`src/rtl/ps2_move_decoder_pkg.sv`:
```
// Shared scan-code constants, receiver state encoding and key-to-command map
// for the PS/2 move decoder.
package ps2_move_decoder_pkg;

    localparam logic [7:0] SC_E0    = 8'hE0;
    localparam logic [7:0] SC_F0    = 8'hF0;
    localparam logic [7:0] SC_LEFT  = 8'h6B;
    localparam logic [7:0] SC_RIGHT = 8'h74;
    localparam logic [7:0] SC_DOWN  = 8'h72;
    localparam logic [7:0] SC_UP    = 8'h75;
    localparam logic [7:0] SC_A     = 8'h1C;
    localparam logic [7:0] SC_D     = 8'h23;
    localparam logic [7:0] SC_S     = 8'h1B;
    localparam logic [7:0] SC_W     = 8'h1D;

    typedef enum logic [1:0] {
        RX_IDLE,
        RX_DATA,
        RX_PARITY,
        RX_STOP
    } rx_state_e;

    typedef enum logic [2:0] {
        CMD_NONE,
        CMD_LEFT,
        CMD_RIGHT,
        CMD_DOWN,
        CMD_ROT
    } cmd_e;

    // Extended codes are the arrow keys; plain codes are the WASD cluster.
    function automatic cmd_e map_key(input logic ext, input logic [7:0] code);
        cmd_e cmd;
        cmd = CMD_NONE;
        if (ext) begin
            case (code)
                SC_LEFT:  cmd = CMD_LEFT;
                SC_RIGHT: cmd = CMD_RIGHT;
                SC_DOWN:  cmd = CMD_DOWN;
                SC_UP:    cmd = CMD_ROT;
                default:  cmd = CMD_NONE;
            endcase
        end else begin
            case (code)
                SC_A:    cmd = CMD_LEFT;
                SC_D:    cmd = CMD_RIGHT;
                SC_S:    cmd = CMD_DOWN;
                SC_W:    cmd = CMD_ROT;
                default: cmd = CMD_NONE;
            endcase
        end
        return cmd;
    endfunction

endpackage

```
`src/rtl/ps2_move_decoder_rx.sv`:
```
// PS/2 frame receiver: synchronises the raw lines, detects falling clock edges,
// reassembles 11-bit frames and flags framing, parity and timeout errors.
module ps2_move_decoder_rx
    import ps2_move_decoder_pkg::*;
#(
    parameter int unsigned TIMEOUT_CYCLES = 50000
) (
    input  logic       clk,
    input  logic       rst,
    input  logic       ps2_clk,
    input  logic       ps2_data,
    output logic [7:0] byte_o,
    output logic       byte_valid_o,
    output logic       err_o
);

    localparam int unsigned TW = $clog2(TIMEOUT_CYCLES + 1);

    logic          clk_meta_q, clk_sync_q, clk_prev_q;
    logic          data_meta_q, data_sync_q;
    logic          fall_c;
    rx_state_e     state_q, state_d;
    logic [2:0]    bitcnt_q, bitcnt_d;
    logic [7:0]    shift_q, shift_d;
    logic          par_q, par_d;
    logic [TW-1:0] tmo_q, tmo_d;
    logic [7:0]    byte_q, byte_d;
    logic          valid_q, valid_d;
    logic          err_q, err_d;

    // Synchronisers idle high so reset never looks like a falling edge.
    always_ff @(posedge clk) begin
        if (rst) begin
            clk_meta_q  <= 1'b1;
            clk_sync_q  <= 1'b1;
            clk_prev_q  <= 1'b1;
            data_meta_q <= 1'b1;
            data_sync_q <= 1'b1;
        end else begin
            clk_meta_q  <= ps2_clk;
            clk_sync_q  <= clk_meta_q;
            clk_prev_q  <= clk_sync_q;
            data_meta_q <= ps2_data;
            data_sync_q <= data_meta_q;
        end
    end

    assign fall_c = clk_prev_q & ~clk_sync_q;

    always_ff @(posedge clk) begin
        if (rst) begin
            state_q  <= RX_IDLE;
            bitcnt_q <= '0;
            shift_q  <= '0;
            par_q    <= 1'b0;
            tmo_q    <= '0;
            byte_q   <= '0;
            valid_q  <= 1'b0;
            err_q    <= 1'b0;
        end else begin
            state_q  <= state_d;
            bitcnt_q <= bitcnt_d;
            shift_q  <= shift_d;
            par_q    <= par_d;
            tmo_q    <= tmo_d;
            byte_q   <= byte_d;
            valid_q  <= valid_d;
            err_q    <= err_d;
        end
    end

    always_comb begin
        state_d  = state_q;
        bitcnt_d = bitcnt_q;
        shift_d  = shift_q;
        par_d    = par_q;
        tmo_d    = '0;
        byte_d   = byte_q;
        valid_d  = 1'b0;
        err_d    = 1'b0;

        if (!fall_c && state_q != RX_IDLE) begin
            tmo_d = tmo_q + TW'(1);
        end

        case (state_q)
            RX_IDLE: begin
                if (fall_c) begin
                    if (!data_sync_q) begin
                        state_d  = RX_DATA;
                        bitcnt_d = 3'd0;
                    end else begin
                        err_d = 1'b1;
                    end
                end
            end
            RX_DATA: begin
                if (fall_c) begin
                    shift_d  = {data_sync_q, shift_q[7:1]};
                    bitcnt_d = bitcnt_q + 3'd1;
                    if (bitcnt_q == 3'd7) begin
                        state_d = RX_PARITY;
                    end
                end
            end
            RX_PARITY: begin
                if (fall_c) begin
                    par_d   = data_sync_q;
                    state_d = RX_STOP;
                end
            end
            RX_STOP: begin
                if (fall_c) begin
                    state_d = RX_IDLE;
                    if (data_sync_q && (^{shift_q, par_q})) begin
                        byte_d  = shift_q;
                        valid_d = 1'b1;
                    end else begin
                        err_d = 1'b1;
                    end
                end
            end
            default: state_d = RX_IDLE;
        endcase

        // A stalled partial frame is dropped after TIMEOUT_CYCLES quiet cycles.
        if (!fall_c && state_q != RX_IDLE && tmo_q == TW'(TIMEOUT_CYCLES - 1)) begin
            state_d = RX_IDLE;
            err_d   = 1'b1;
            tmo_d   = '0;
        end
    end

    assign byte_o       = byte_q;
    assign byte_valid_o = valid_q;
    assign err_o        = err_q;

endmodule

```
`src/rtl/ps2_move_decoder.sv`:
```
// Turns received PS/2 scan codes into one-cycle Tetris move commands,
// tracking E0 (extended) and F0 (break) prefixes.
module ps2_move_decoder
    import ps2_move_decoder_pkg::*;
#(
    parameter int unsigned TIMEOUT_CYCLES = 50000
) (
    input  logic       clk,
    input  logic       rst,
    input  logic       ps2_clk,
    input  logic       ps2_data,
    output logic       left,
    output logic       right,
    output logic       down,
    output logic       ro,
    output logic [7:0] scan_code,
    output logic       scan_valid,
    output logic       frame_err
);

    logic [7:0] rx_byte;
    logic       rx_valid;
    logic       rx_err;
    cmd_e       cmd_c;
    logic       ext_q, ext_d;
    logic       brk_q, brk_d;
    logic       left_q, left_d;
    logic       right_q, right_d;
    logic       down_q, down_d;
    logic       ro_q, ro_d;

    ps2_move_decoder_rx #(
        .TIMEOUT_CYCLES(TIMEOUT_CYCLES)
    ) u_rx (
        .clk         (clk),
        .rst         (rst),
        .ps2_clk     (ps2_clk),
        .ps2_data    (ps2_data),
        .byte_o      (rx_byte),
        .byte_valid_o(rx_valid),
        .err_o       (rx_err)
    );

    always_ff @(posedge clk) begin
        if (rst) begin
            ext_q   <= 1'b0;
            brk_q   <= 1'b0;
            left_q  <= 1'b0;
            right_q <= 1'b0;
            down_q  <= 1'b0;
            ro_q    <= 1'b0;
        end else begin
            ext_q   <= ext_d;
            brk_q   <= brk_d;
            left_q  <= left_d;
            right_q <= right_d;
            down_q  <= down_d;
            ro_q    <= ro_d;
        end
    end

    always_comb begin
        ext_d   = ext_q;
        brk_d   = brk_q;
        left_d  = 1'b0;
        right_d = 1'b0;
        down_d  = 1'b0;
        ro_d    = 1'b0;
        cmd_c   = map_key(ext_q, rx_byte);

        if (rx_err) begin
            ext_d = 1'b0;
            brk_d = 1'b0;
        end else if (rx_valid) begin
            case (rx_byte)
                SC_E0: ext_d = 1'b1;
                SC_F0: brk_d = 1'b1;
                default: begin
                    // Break codes only clear the prefix state; makes fire a command.
                    if (!brk_q) begin
                        left_d  = (cmd_c == CMD_LEFT);
                        right_d = (cmd_c == CMD_RIGHT);
                        down_d  = (cmd_c == CMD_DOWN);
                        ro_d    = (cmd_c == CMD_ROT);
                    end
                    ext_d = 1'b0;
                    brk_d = 1'b0;
                end
            endcase
        end
    end

    assign left       = left_q;
    assign right      = right_q;
    assign down       = down_q;
    assign ro         = ro_q;
    assign scan_code  = rx_byte;
    assign scan_valid = rx_valid;
    assign frame_err  = rx_err;

endmodule

```
`config.mk`:
```
export PLATFORM = sky130hd
export DESIGN_NAME = ps2_move_decoder
export DESIGN_NICKNAME = d
export VERILOG_FILES = /design/src/rtl/ps2_move_decoder_pkg.sv /design/src/rtl/ps2_move_decoder_rx.sv /design/src/rtl/ps2_move_decoder.sv
export SDC_FILE = /design/constraint.sdc
export NUM_CORES = 1
export LEC_CHECK = 0
export BUFFER_PORTS_ARGS = -buffer_cell sky130_fd_sc_hd__buf_2
export CORE_MARGIN = 2
export CORE_UTILIZATION = 50
export DETAILED_ROUTE_END_ITERATION = 16
export PLACE_DENSITY = 0.68
export SLEW_MARGIN = 0
export SYNTH_ARGS = -nofsm -noshare
export SYNTH_HDL_FRONTEND = slang
export SYNTH_HIERARCHICAL = 1
export SYNTH_SLANG_ARGS = --single-unit
```
`constraint.sdc`:
```
create_clock -name clk -period 2.2 [get_ports clk]
set_input_delay 0.11 -clock clk [delete_from_list [all_inputs] [get_ports clk]]
set_output_delay 0.11 -clock clk [all_outputs]
set_load 0.05 [all_outputs]
```
==> reports/qor.csv <==
metric,value,unit
Clock Sinks,51,
final wirelength,4.16,mm
drt initial violations,69,
Post-synth top flop,dfxtp_1,
switching pwr,0.488,mW
"Period Utilization, post-route",85.3,%
Clock Tree Buf Depth,2,
fraction of the mapped netlist area in compound gates,7.35,%
Crit Path Class,flip-flop to flip-flop,
# Post-CTS Setup Buffers,0,
Syn Inst Count,250,
worst hold path type,input pin to flip-flop,
first-pass GRT wire length,6.82,mm
placed inst area,0.00256,mm^2
Worst EP required,2440,ps
Startpoint Class,flip-flop,
max cap viols,0,
maximum vdd drop,0.354,mV
clk_lat worst skew,300,ps
Register Area,0.00102,mm^2
R2R cell count,4,
via count,1777,
DR vias/cell,5.45,
CTS tree,done,
Critical R2R Capture,u_rx/byte_o[2],
via count of the first global-routing pass,1525,
Clock power frac,34.9,%
Syn Nets,262,
"Avg Cell Area, Syn",9.66,um^2
DPL Wire Length,2.95,mm
Worst-path clk slew,90,ps
WHS,289,ps
full die area,0.00540,mm^2
Rel. slew slack,61.5,%
initial antenna violation count,0,
Pwr per Cell Area,694,mW/mm^2
RD Place Congestion,0.815,
I/O pins,18,
Ys Warns,6,
CTS H-tree lvls,2,
Final min period,1880,ps
final instance area,0.00269,mm^2
grt ovf,0,
Die W,73.5,um
Rows,25,
crit path DAT,2110,ps
Max Freq,533,MHz
Final setup viols,0,
GRT Resource Usage Total,16.2,%
Slew @ Worst Pin,577,ps
wire per inst,12.8,um
CP Max Fanout,9,
register bit count reported by yosys,51,
post-synthesis mux area share,8.39,%
Slew Limit Fails,0,
largest family of logic cells by synthesized area,simple AND/OR/NAND/NOR gates,
Hold Crit Start,rst,
CP Capture Type,flip-flop,
Port Buffer Count,17,
Sw Share,26.1,%
area grow syn2layout,11.5,%
DRC violations left,0,
hold-critical path depth,2,
unrepaired setup endpoints after global routing,no,
final setup TNS,0,ps
status,"finished, final reports clean",
multi-input logic area,0.00134,mm^2
Final Util,57.4,%
Post-synth EDFFs,0,
TritonCTS buffer count,5,
Power Internal,1.38,mW
flop2flop setup slack,320,ps
Synth Area in Adders,4.14,%
Filler cells,423,
most frequent cells in the layout,"dfxtp_1, nor2_1, mux2i_1",
LEAKAGE,1.05,nW
Diodes inserted,0,
total power,1.87,mW
height of the die,73.5,um
ANT nets after route,0,
Sequential Power Share,51.7,%
async set or reset register ratio after synthesis,0,%
synth unique cells,47,
Synth Area in Simple Gates,27.0,%
"commonest non-fill, non-tap cell in the layout",dfxtp_1,
area of the core,0.00469,mm^2
hold endpoint,u_rx/shift_q[2],
Mapped Area,0.00242,mm^2
sequential share of the synthesized area,42.3,%
initial core utilization,51.5,%
number of nets in the layout,283,
Critical R2R Launch,u_rx/shift_q[7],
DRT Pass-1 Iters,4,
Logic pwr share,13.4,%
Worst Skew,7.29,ps
largest net degree at the start of global routing,41,
final hold vios,0,
xor-xnor portion of the synthesized cell area,8.49,%
root buffer cell,clkbuf_8,
fraction of layout instances using a drive strength above 1,15.4,%
## Yosys cell counts (2+ instances only)
cell      count  area (um^2)
nand2_1       6         22.5
nor2_1       35          131
nand2b_1     16          100
nand4_1       6         37.5
xor2_1       12          105
or3b_1        2         17.5
ha_1          8          100
a21o_1        3         22.5
clkbuf_1      8         30.0
xnor2_1       6         52.6
nand3_1       6         30.0
and4_1        5         43.8
a21oi_1       8         40.0
nor3_1        3         15.0
or3_1         2         12.5
nor4_1        6         37.5
nor2b_1       3         18.8
nand3b_1      5         37.5
dfxtp_1      51         1020
a22oi_1       2         15.0
o21ai_0       3         15.0
inv_1         7         26.3
or2b_1        2         15.0
mux2i_1      18          180
or2_2         5         31.3
## per-stage QoR
stage | std cells | setup WS, ps
3_5_place_dp | 316 | 339
5_1_grt | 326 | 183
4_1_cts | 326 | 320
2_1_floorplan | 250 | 374
6_report | 326 | 323
3_3_place_gp | 316 | 377
## worst max-delay path by stage
stage | startpoint | to | slack [ps]
3_5_place_dp | u_rx/shift_q[7] | u_rx/byte_o[7] | 340
6_report | u_rx/shift_q[7] | u_rx/byte_o[2] | 320
3_3_place_gp | u_rx/shift_q[7] | u_rx/byte_o[3] | 380
4_1_cts | u_rx/shift_q[7] | u_rx/byte_o[7] | 320
2_1_floorplan | u_rx/byte_o[4] | left | 370
5_1_grt | u_rx/shift_q[7] | u_rx/byte_o[7] | 180
## state kept, by name, summed over array words and instances (netlist names)
register / cells
ext_q: 1
u_rx/state_q: 2
u_rx/clk_sync_q: 1
u_rx/par_q: 1
u_rx/clk_meta_q: 1
u_rx/shift_q: 8
u_rx/bitcnt_q: 3
u_rx/err_o: 1
down: 1
u_rx/data_meta_q: 1
left: 1
u_rx/tmo_q: 16
u_rx/clk_prev_q: 1
ro: 1
u_rx/byte_o: 8
u_rx/data_sync_q: 1
brk_q: 1
u_rx/byte_valid_o: 1
right: 1
## layer usage
layer	up-vias	part of all wire [%]	track usage [%]
met4	0	1.5	6.06
met1	825	49	20.8
met2	32	46	26.4
li1	913	-	-
met5	-	0	0
met3	7	3.4	4.12
## cell families (layout without fill, tap and decap cells)
kind of cell / count (synthesis) / in the layout
flip-flops: 51 / 51
adder cells (fa/ha/maj): 8 / 8
XOR/XNOR: 20 / 20
multiplexers: 19 / 19
AND/OR/NAND/NOR: 113 / 113
AO/OA/AOI/OAI: 24 / 24
buffers and inverters: 15 / 37
## critical path, cell delays in order (launching register included)
cell and delay, ps:
dfxtp_1 380, xor3_1 470, or3_4 350, mux2i_4 380
mux2i_1 230
## power groups by stage
stage          Clock (mW)  Combinational, mW  Sequential, mW
5_1_grt             0.710              0.279           0.972
2_1_floorplan           0              0.185           0.990
4_1_cts             0.675              0.253           0.967
3_3_place_gp            0              0.243           0.987
6_report            0.651              0.251           0.967
3_5_place_dp            0              0.249           0.989
## final cells by class
cell class	instances	area share (%)
Clock inverter	3	1.63
Timing Repair Buffer	22	4.74
Inverter	7	0.975
Clock buffer	5	2.55
Multi-Input combinational cell	184	49.7
Tap cell	54	2.51
Sequential cell	51	37.9
## timing repair
item,in CTS,in global routing
gates resized for setup,0,0
endpoints found under the hold margin,2,0
hold buffers,2,0
No activity file was read; power rests on OpenSTA's default activity.
